**src/rtl/game_pkg.sv**
```systemverilog
// Shared types and coordinate helpers for the battleship own-fleet board.
package game_pkg;

   typedef enum logic [1:0] {
      EMPTY = 2'd0,
      SHIP  = 2'd1,
      HIT   = 2'd2,
      MISS  = 2'd3
   } cell_state_t;

   localparam int GRID_MAX = 10;

   typedef enum logic [2:0] {
      IDLE,
      P_CHECK,
      P_DECIDE,
      S_LOOK,
      S_RESP
   } fsm_state_t;

   function automatic logic in_grid(input logic [3:0] r, input logic [3:0] c, input int grid);
      return (int'(r) < grid) && (int'(c) < grid);
   endfunction

   // Only meaningful when in_grid() holds; off-grid results are truncated junk.
   function automatic logic [6:0] cell_idx(input logic [3:0] r, input logic [3:0] c, input int grid);
      return 7'(int'(r) * grid + int'(c));
   endfunction

endpackage

```
**src/rtl/board_mem.sv**
```systemverilog
// Cell-state storage: one sync write port, two 1-cycle read ports, whole-array sync clear.
module board_mem
   import game_pkg::*;
#(
   parameter int GRID = GRID_MAX
) (
   input  logic        clk,
   input  logic        clr,
   input  logic        we,
   input  logic [6:0]  waddr,
   input  cell_state_t wdata,
   input  logic        fsm_rvld,
   input  logic [6:0]  fsm_raddr,
   output cell_state_t fsm_rdata,
   input  logic        ren_rvld,
   input  logic [6:0]  ren_raddr,
   output cell_state_t ren_rdata
);

   localparam int CELLS = GRID * GRID;

   cell_state_t mem [CELLS];

   // Reads sample the array before this edge's write, so a colliding read sees the old value.
   always_ff @(posedge clk) begin
      if (clr) begin
         for (int i = 0; i < CELLS; i++) mem[i] <= EMPTY;
         fsm_rdata <= EMPTY;
         ren_rdata <= EMPTY;
      end else begin
         if (we) mem[waddr] <= wdata;
         fsm_rdata <= fsm_rvld ? mem[fsm_raddr] : EMPTY;
         ren_rdata <= ren_rvld ? mem[ren_raddr] : EMPTY;
      end
   end

endmodule

```
**src/rtl/ship_board.sv**
```systemverilog
// Own-fleet board: validates placements, answers shots, exposes a render read port.
// Define ADJACENCY_CHECK_EN to reject placements touching another ship (3x3 scan).
module ship_board
   import game_pkg::*;
#(
   parameter int SHIPS = 10,
   parameter int GRID  = GRID_MAX
) (
   input  logic       clk,
   input  logic       rst,
   input  logic       board_clear,
   input  logic       place_en,
   input  logic       cell_valid,
   input  logic [7:0] cell_in,
   input  logic       shot_valid,
   input  logic [7:0] shot_cell,
   output logic       busy,
   output logic       place_ack,
   output logic       place_nack,
   output logic [3:0] ship_count,
   output logic       place_done,
   output logic       shot_resp,
   output logic       shot_hit,
   output logic       shot_repeat,
   output logic [3:0] ships_left,
   input  logic [7:0] rd_cell,
   output logic [1:0] rd_state
);

`ifdef ADJACENCY_CHECK_EN
   localparam bit ADJ = 1'b1;
`else
   localparam bit ADJ = 1'b0;
`endif
   localparam logic [3:0] SCAN_LAST = ADJ ? 4'd8 : 4'd0;

   // Neighbour k (row-major from the top-left) as offsets biased by +1.
   function automatic logic [3:0] off_r(input logic [3:0] k, input bit adj);
      return adj ? k / 4'd3 : 4'd1;
   endfunction
   function automatic logic [3:0] off_c(input logic [3:0] k, input bit adj);
      return adj ? k % 4'd3 : 4'd1;
   endfunction

   fsm_state_t  state, state_nx;
   logic [3:0]  req_row, req_col, scan_cnt;
   logic        bad_acc, cur_bad, centre_ok, scan_last;
   logic        clr, place_acc;
   logic [3:0]  base_row, base_col, scan_k, fr, fc;
   logic        mem_we;
   cell_state_t mem_wdata, fsm_rdata, ren_rdata;
   logic        ack_d, nack_d, resp_d, hit_d, rep_d;

   assign clr       = rst | board_clear;
   assign busy      = (state != IDLE);
   assign place_acc = (state == IDLE) && !shot_valid && cell_valid && place_en &&
                      (int'(ship_count) < SHIPS);
   assign place_done = (int'(ship_count) == SHIPS);
   assign centre_ok = in_grid(req_row, req_col, GRID);
   assign scan_last = (scan_cnt == SCAN_LAST);
   assign cur_bad   = bad_acc | (fsm_rdata != EMPTY);

   // The first read is issued straight from the request inputs while still in IDLE,
   // so data for neighbour k arrives in P_CHECK at scan_cnt == k.
   always_comb begin
      base_row = req_row;
      base_col = req_col;
      scan_k   = scan_cnt + 4'd1;
      if (state == IDLE) begin
         scan_k   = 4'd0;
         base_row = shot_valid ? shot_cell[7:4] : cell_in[7:4];
         base_col = shot_valid ? shot_cell[3:0] : cell_in[3:0];
      end
      fr = base_row;
      fc = base_col;
      if (!(state == IDLE && shot_valid)) begin
         fr = base_row + off_r(scan_k, ADJ) - 4'd1;
         fc = base_col + off_c(scan_k, ADJ) - 4'd1;
      end
   end

   board_mem #(.GRID(GRID)) u_mem (
      .clk       (clk),
      .clr       (clr),
      .we        (mem_we),
      .waddr     (cell_idx(req_row, req_col, GRID)),
      .wdata     (mem_wdata),
      .fsm_rvld  (in_grid(fr, fc, GRID)),
      .fsm_raddr (cell_idx(fr, fc, GRID)),
      .fsm_rdata (fsm_rdata),
      .ren_rvld  (in_grid(rd_cell[7:4], rd_cell[3:0], GRID)),
      .ren_raddr (cell_idx(rd_cell[7:4], rd_cell[3:0], GRID)),
      .ren_rdata (ren_rdata)
   );

   assign rd_state = ren_rdata;

   always_ff @(posedge clk) begin
      if (clr) state <= IDLE;
      else     state <= state_nx;
   end

   always_comb begin
      state_nx = state;
      case (state)
         IDLE:     if (shot_valid) state_nx = S_LOOK;
                   else if (place_acc) state_nx = P_CHECK;
         P_CHECK:  if (scan_last) state_nx = P_DECIDE;
         P_DECIDE: state_nx = IDLE;
         S_LOOK:   state_nx = S_RESP;
         S_RESP:   state_nx = IDLE;
         default:  state_nx = IDLE;
      endcase
   end

   // Decisions are made one state early so responses and counts register together.
   always_comb begin
      mem_we    = 1'b0;
      mem_wdata = EMPTY;
      ack_d     = 1'b0;
      nack_d    = 1'b0;
      resp_d    = 1'b0;
      hit_d     = 1'b0;
      rep_d     = 1'b0;
      case (state)
         P_CHECK: if (scan_last) begin
            if (centre_ok && !cur_bad) begin
               mem_we    = 1'b1;
               mem_wdata = SHIP;
               ack_d     = 1'b1;
            end else begin
               nack_d = 1'b1;
            end
         end
         S_LOOK: begin
            resp_d = 1'b1;
            if (!centre_ok || fsm_rdata == HIT || fsm_rdata == MISS) begin
               rep_d = 1'b1;
            end else begin
               mem_we = 1'b1;
               if (fsm_rdata == SHIP) begin
                  mem_wdata = HIT;
                  hit_d     = 1'b1;
               end else begin
                  mem_wdata = MISS;
               end
            end
         end
         default: ;
      endcase
   end

   always_ff @(posedge clk) begin
      if (clr) begin
         req_row     <= '0;
         req_col     <= '0;
         scan_cnt    <= '0;
         bad_acc     <= 1'b0;
         place_ack   <= 1'b0;
         place_nack  <= 1'b0;
         shot_resp   <= 1'b0;
         shot_hit    <= 1'b0;
         shot_repeat <= 1'b0;
         ship_count  <= '0;
         ships_left  <= '0;
      end else begin
         if (state == IDLE && (shot_valid || place_acc)) begin
            req_row <= shot_valid ? shot_cell[7:4] : cell_in[7:4];
            req_col <= shot_valid ? shot_cell[3:0] : cell_in[3:0];
         end
         scan_cnt    <= (state == P_CHECK) ? scan_cnt + 4'd1 : 4'd0;
         bad_acc     <= (state == P_CHECK) && cur_bad;
         place_ack   <= ack_d;
         place_nack  <= nack_d;
         shot_resp   <= resp_d;
         shot_hit    <= hit_d;
         shot_repeat <= rep_d;
         if (ack_d) begin
            ship_count <= ship_count + 4'd1;
            ships_left <= ships_left + 4'd1;
         end else if (hit_d && ships_left != 4'd0) begin
            ships_left <= ships_left - 4'd1;
         end
      end
   end

endmodule

```
**config.mk**
```make
export PLATFORM = sky130hd
export DESIGN_NAME = ship_board
export DESIGN_NICKNAME = d
export VERILOG_FILES = /design/src/rtl/game_pkg.sv /design/src/rtl/board_mem.sv /design/src/rtl/ship_board.sv
export SDC_FILE = /design/constraint.sdc
export NUM_CORES = 1
export LEC_CHECK = 0
export ABC_CLOCK_PERIOD_IN_PS = 4400
export BUFFER_PORTS_ARGS = -buffer_cell sky130_fd_sc_hd__buf_2
export CAP_MARGIN = 20
export CORE_MARGIN = 8
export CORE_UTILIZATION = 25
export DETAILED_ROUTE_END_ITERATION = 8
export PLACE_DENSITY = 0.4
export SKIP_LAST_GASP = 1
export SLEW_MARGIN = 20
export SYNTH_ARGS = -nofsm -noshare
export SYNTH_HDL_FRONTEND = slang
export SYNTH_SLANG_ARGS = --single-unit
```
**constraint.sdc**
```tcl
create_clock -name clk -period 4.4 [get_ports clk]
set_input_delay 0.66 -clock clk [delete_from_list [all_inputs] [get_ports clk]]
set_output_delay 0.66 -clock clk [all_outputs]
set_load 0.05 [all_outputs]
```
==> impl_results.md <==
- Syn Area/Cell: 11.2 µm²
- Post-synth net total: 1494
- Max Root-Sink Buffers: 3
- Syn Std Cell Area: 0.0160 mm²
- Count of final max-slew check failures: 0
- DRT iter0 DRCs: 888
- Sequential share of the synthesized area: 0.521
- Tmin final: 3.91 ns
- Top FF cell, synth: edfxtp_1
- Ys Warns: 0
- Maxcap violations: 0
- Clock latency at the later pin of the worst-skew pair: 0.55 ns
- Peak supply drop: 259 µV
- Clock sinks: 289
- Share of power burned in registers: 0.403
- Crit Path Class: reg -> reg
- First-pass DRT Iterations: 5
- GPL Wtd Cong: 0.846
- Largest net degree at the start of global routing: 76
- Setup TNS: 0 ns
- Placeable core area: 0.0639 mm²
- Synth top area cells: edfxtp_1 48%, mux4_2 11%, nor2_1 6.0%, mux2i_1 5.9%, dfxtp_1 4.1%
- Rows: 93
- Die span in x: 269 µm
- Layout cell share with drive strength beyond 1: 0.180
- Post-Place Cells: 2287
- Seq cells post-synth: 289
- Largest area contributor in the netlist: edfxtp_1
- Post-synth ARST share: 0
- Vias: 11900
- PD cells: 419 mW/mm²
- Sw frac: 0.314
- Drt total wl: 57.7 mm
- Worst path arrival time: 4.38 ns
- Clock-pin transition on the worst setup and hold timing paths: 0.06 ns
- Die area: 0.0725 mm²
- Achievable clock frequency: 256 MHz
- RSZ-0062 raised after global routing: no
- Hold_buf cts: 0
- Final Cycle Share: 0.889
- Clk pwr share: 0.349
- Clock Root Buffer: clkbuf_16
- ANT cells: 0
- Status: finished, final reports clean
- DP Wirelength: 40.1 mm
- Slew HR: 0.335
- PostCTS Resize Cnt: 0
- Endpoint class of the critical path: flop
- Worst-path fanout max: 11
- Post-CTS Setup Bufs: 0
- # IOs: 47
- Starting Density: 0.251
- Cell-internal power: 5.34 mW
- Nets: 1531
- Post-synth cell types: 49
- Vias in the first global route: 12200
- Residual DRC: 0
- CTS tree: done
- Area Overhead vs Synth: 15.9%
- Overall routing resource usage: 0.155
- H-tree lvl count: 2
- First-pass GRT wire length: 84.9 mm
- DR WL/cell: 24.6 µm
- Total gr overflow: 0
- Clock buffer count from CTS: 36
- Clock Skew: 0.0224 ns
- Fin. Hold Viols: 0
- Worst slew pin tran: 0.997 ns
- Top-count cell post-synth: nor2_1
- Via density: 5.07
- CP Launch Type: flop
- Combinational Power Share: 0.249
- Worst min-delay path category: reg -> reg
- Worst path required time: 4.87 ns
- Post-Syn Instances: 1433
- Antenna Violating Nets Remaining: 0
- Number of flops mapped to enable cells by yosys: 256
- Antenna violations before repair: 2
- NetSw: 2.45 mW
- Share of the synthesized area in the top cell type: 0.480
- Leak pwr: 6.34 nW
- Final Non-Filler Cells: 2346
- IO Port Bufs: 46
- Die H: 269 µm
- Final setup fails: 0
- Top cells by count, synth: 258 x nor2_1, 256 x edfxtp_1, 127 x nand2_1
per-stage QoR:
step	setup slack, ns	hold slack, ns	instance area (µm²)	power (mW)	utilization
2_1_floorplan	0.588	0.430	16000	4.24	-
3_3_place_gp	0.152	0.445	17500	5.11	0.275
3_5_place_dp	0.126	0.456	17500	5.12	0.275
4_1_cts	0.363	0.465	18600	7.87	0.291
5_1_grt	0.0520	0.484	18600	8.08	0.291
6_report	0.487	0.473	18600	7.79	0.291
state kept, by name, indices dropped and copies added, names as in the netlist:
name,cells
req_col,4
shot_resp,1
shot_hit,1
shot_repeat,1
state,3
u_mem.ren_rdata,2
place_nack,1
place_ack,1
ship_count,4
scan_cnt,4
ships_left,4
u_mem.fsm_rdata,2
u_mem.mem,256
bad_acc,1
req_row,4
metal layers:
layer	GRT usage	wire, µm	vias up
met3	0.0250	3240	65
met2	0.260	27800	385
met5	0	0	-
li1	-	-	5352
met4	0.0390	1210	0
met1	0.207	25400	6091
worst max-delay path: stages, from the launching register on:
cell	delay, ns
dfxtp_1	0.35
nor3_1	0.27
inv_1	0.23
buf_4	0.21
a21oi_1	0.39
inv_1	0.09
ha_1	0.29
ha_1	0.20
inv_1	0.07
fa_1	0.45
xor2_1	0.45
and3_1	0.32
o21ai_0	0.13
o2111ai_1	0.13
nor4_1	0.08
nor3_1	0.19
power by group through the flow:
| stage | Clock, mW | Sequential [mW] | Combinational, mW |
|---|---|---|---|
| after floorplan | 0 | 3.17 | 1.07 |
| after global placement | 0 | 3.19 | 1.92 |
| after detailed placement | 0 | 3.19 | 1.93 |
| after CTS | 2.80 | 3.14 | 1.94 |
| after global routing | 2.89 | 3.14 | 2.05 |
| final | 2.72 | 3.14 | 1.94 |
final cells by class:
| type | instances | area, µm² |
|---|---|---|
| flip-flops and latches | 289 | 8350 |
| inverters | 22 | 85.1 |
| repair buffers | 121 | 896 |
| clock buffers | 48 | 987 |
| fillers | 6591 | 45300 |
| well taps | 855 | 1070 |
| clock inverters | 11 | 52.6 |
| multi-input cells | 1000 | 7140 |
cell usage in the layout (no fill, tap or decap), types with 5 or more instances in the layout:
master	instances
buf_12	8
a211oi_1	8
dfxtp_1	33
mux2_2	5
o21ai_0	123
clkbuf_16	37
nand2_1	127
mux4_2	80
ha_1	23
nand3_1	21
fa_1	7
buf_2	45
xor2_1	15
buf_4	68
edfxtp_1	256
nor3_1	33
clkbuf_1	9
nor2_1	257
clkinv_2	6
mux2i_1	93
o22ai_1	40
inv_1	21
xnor2_1	12
nor4_1	25
nand2b_1	12
a21oi_1	63
logic make-up (layout without fill, tap and decap cells):
logic type               Yosys count  after routing  share of synthesized area
AND/OR/NAND/NOR                  512            512                      0.138
adder cells (fa/ha/maj)           31             31                     0.0275
multiplexers                     180            180                      0.175
flip-flops                       289            289                      0.521
AO/OA/AOI/OAI                    248            248                     0.0852
XOR/XNOR                          29             29                     0.0159
buffers and inverters            144            202                     0.0368
worst paths after layout:
check                           slack [ns]         from                  to  cells past startpoint
worst max register to register        0.49     state[2]  u_mem.fsm_rdata[0]                     15
worst min-delay path                  0.47  scan_cnt[0]         scan_cnt[0]                      1
worst min register to register        0.47  scan_cnt[0]         scan_cnt[0]                      1
worst max-delay path                  0.49     state[2]  u_mem.fsm_rdata[0]                     15
(Power assumes the default switching activity.)
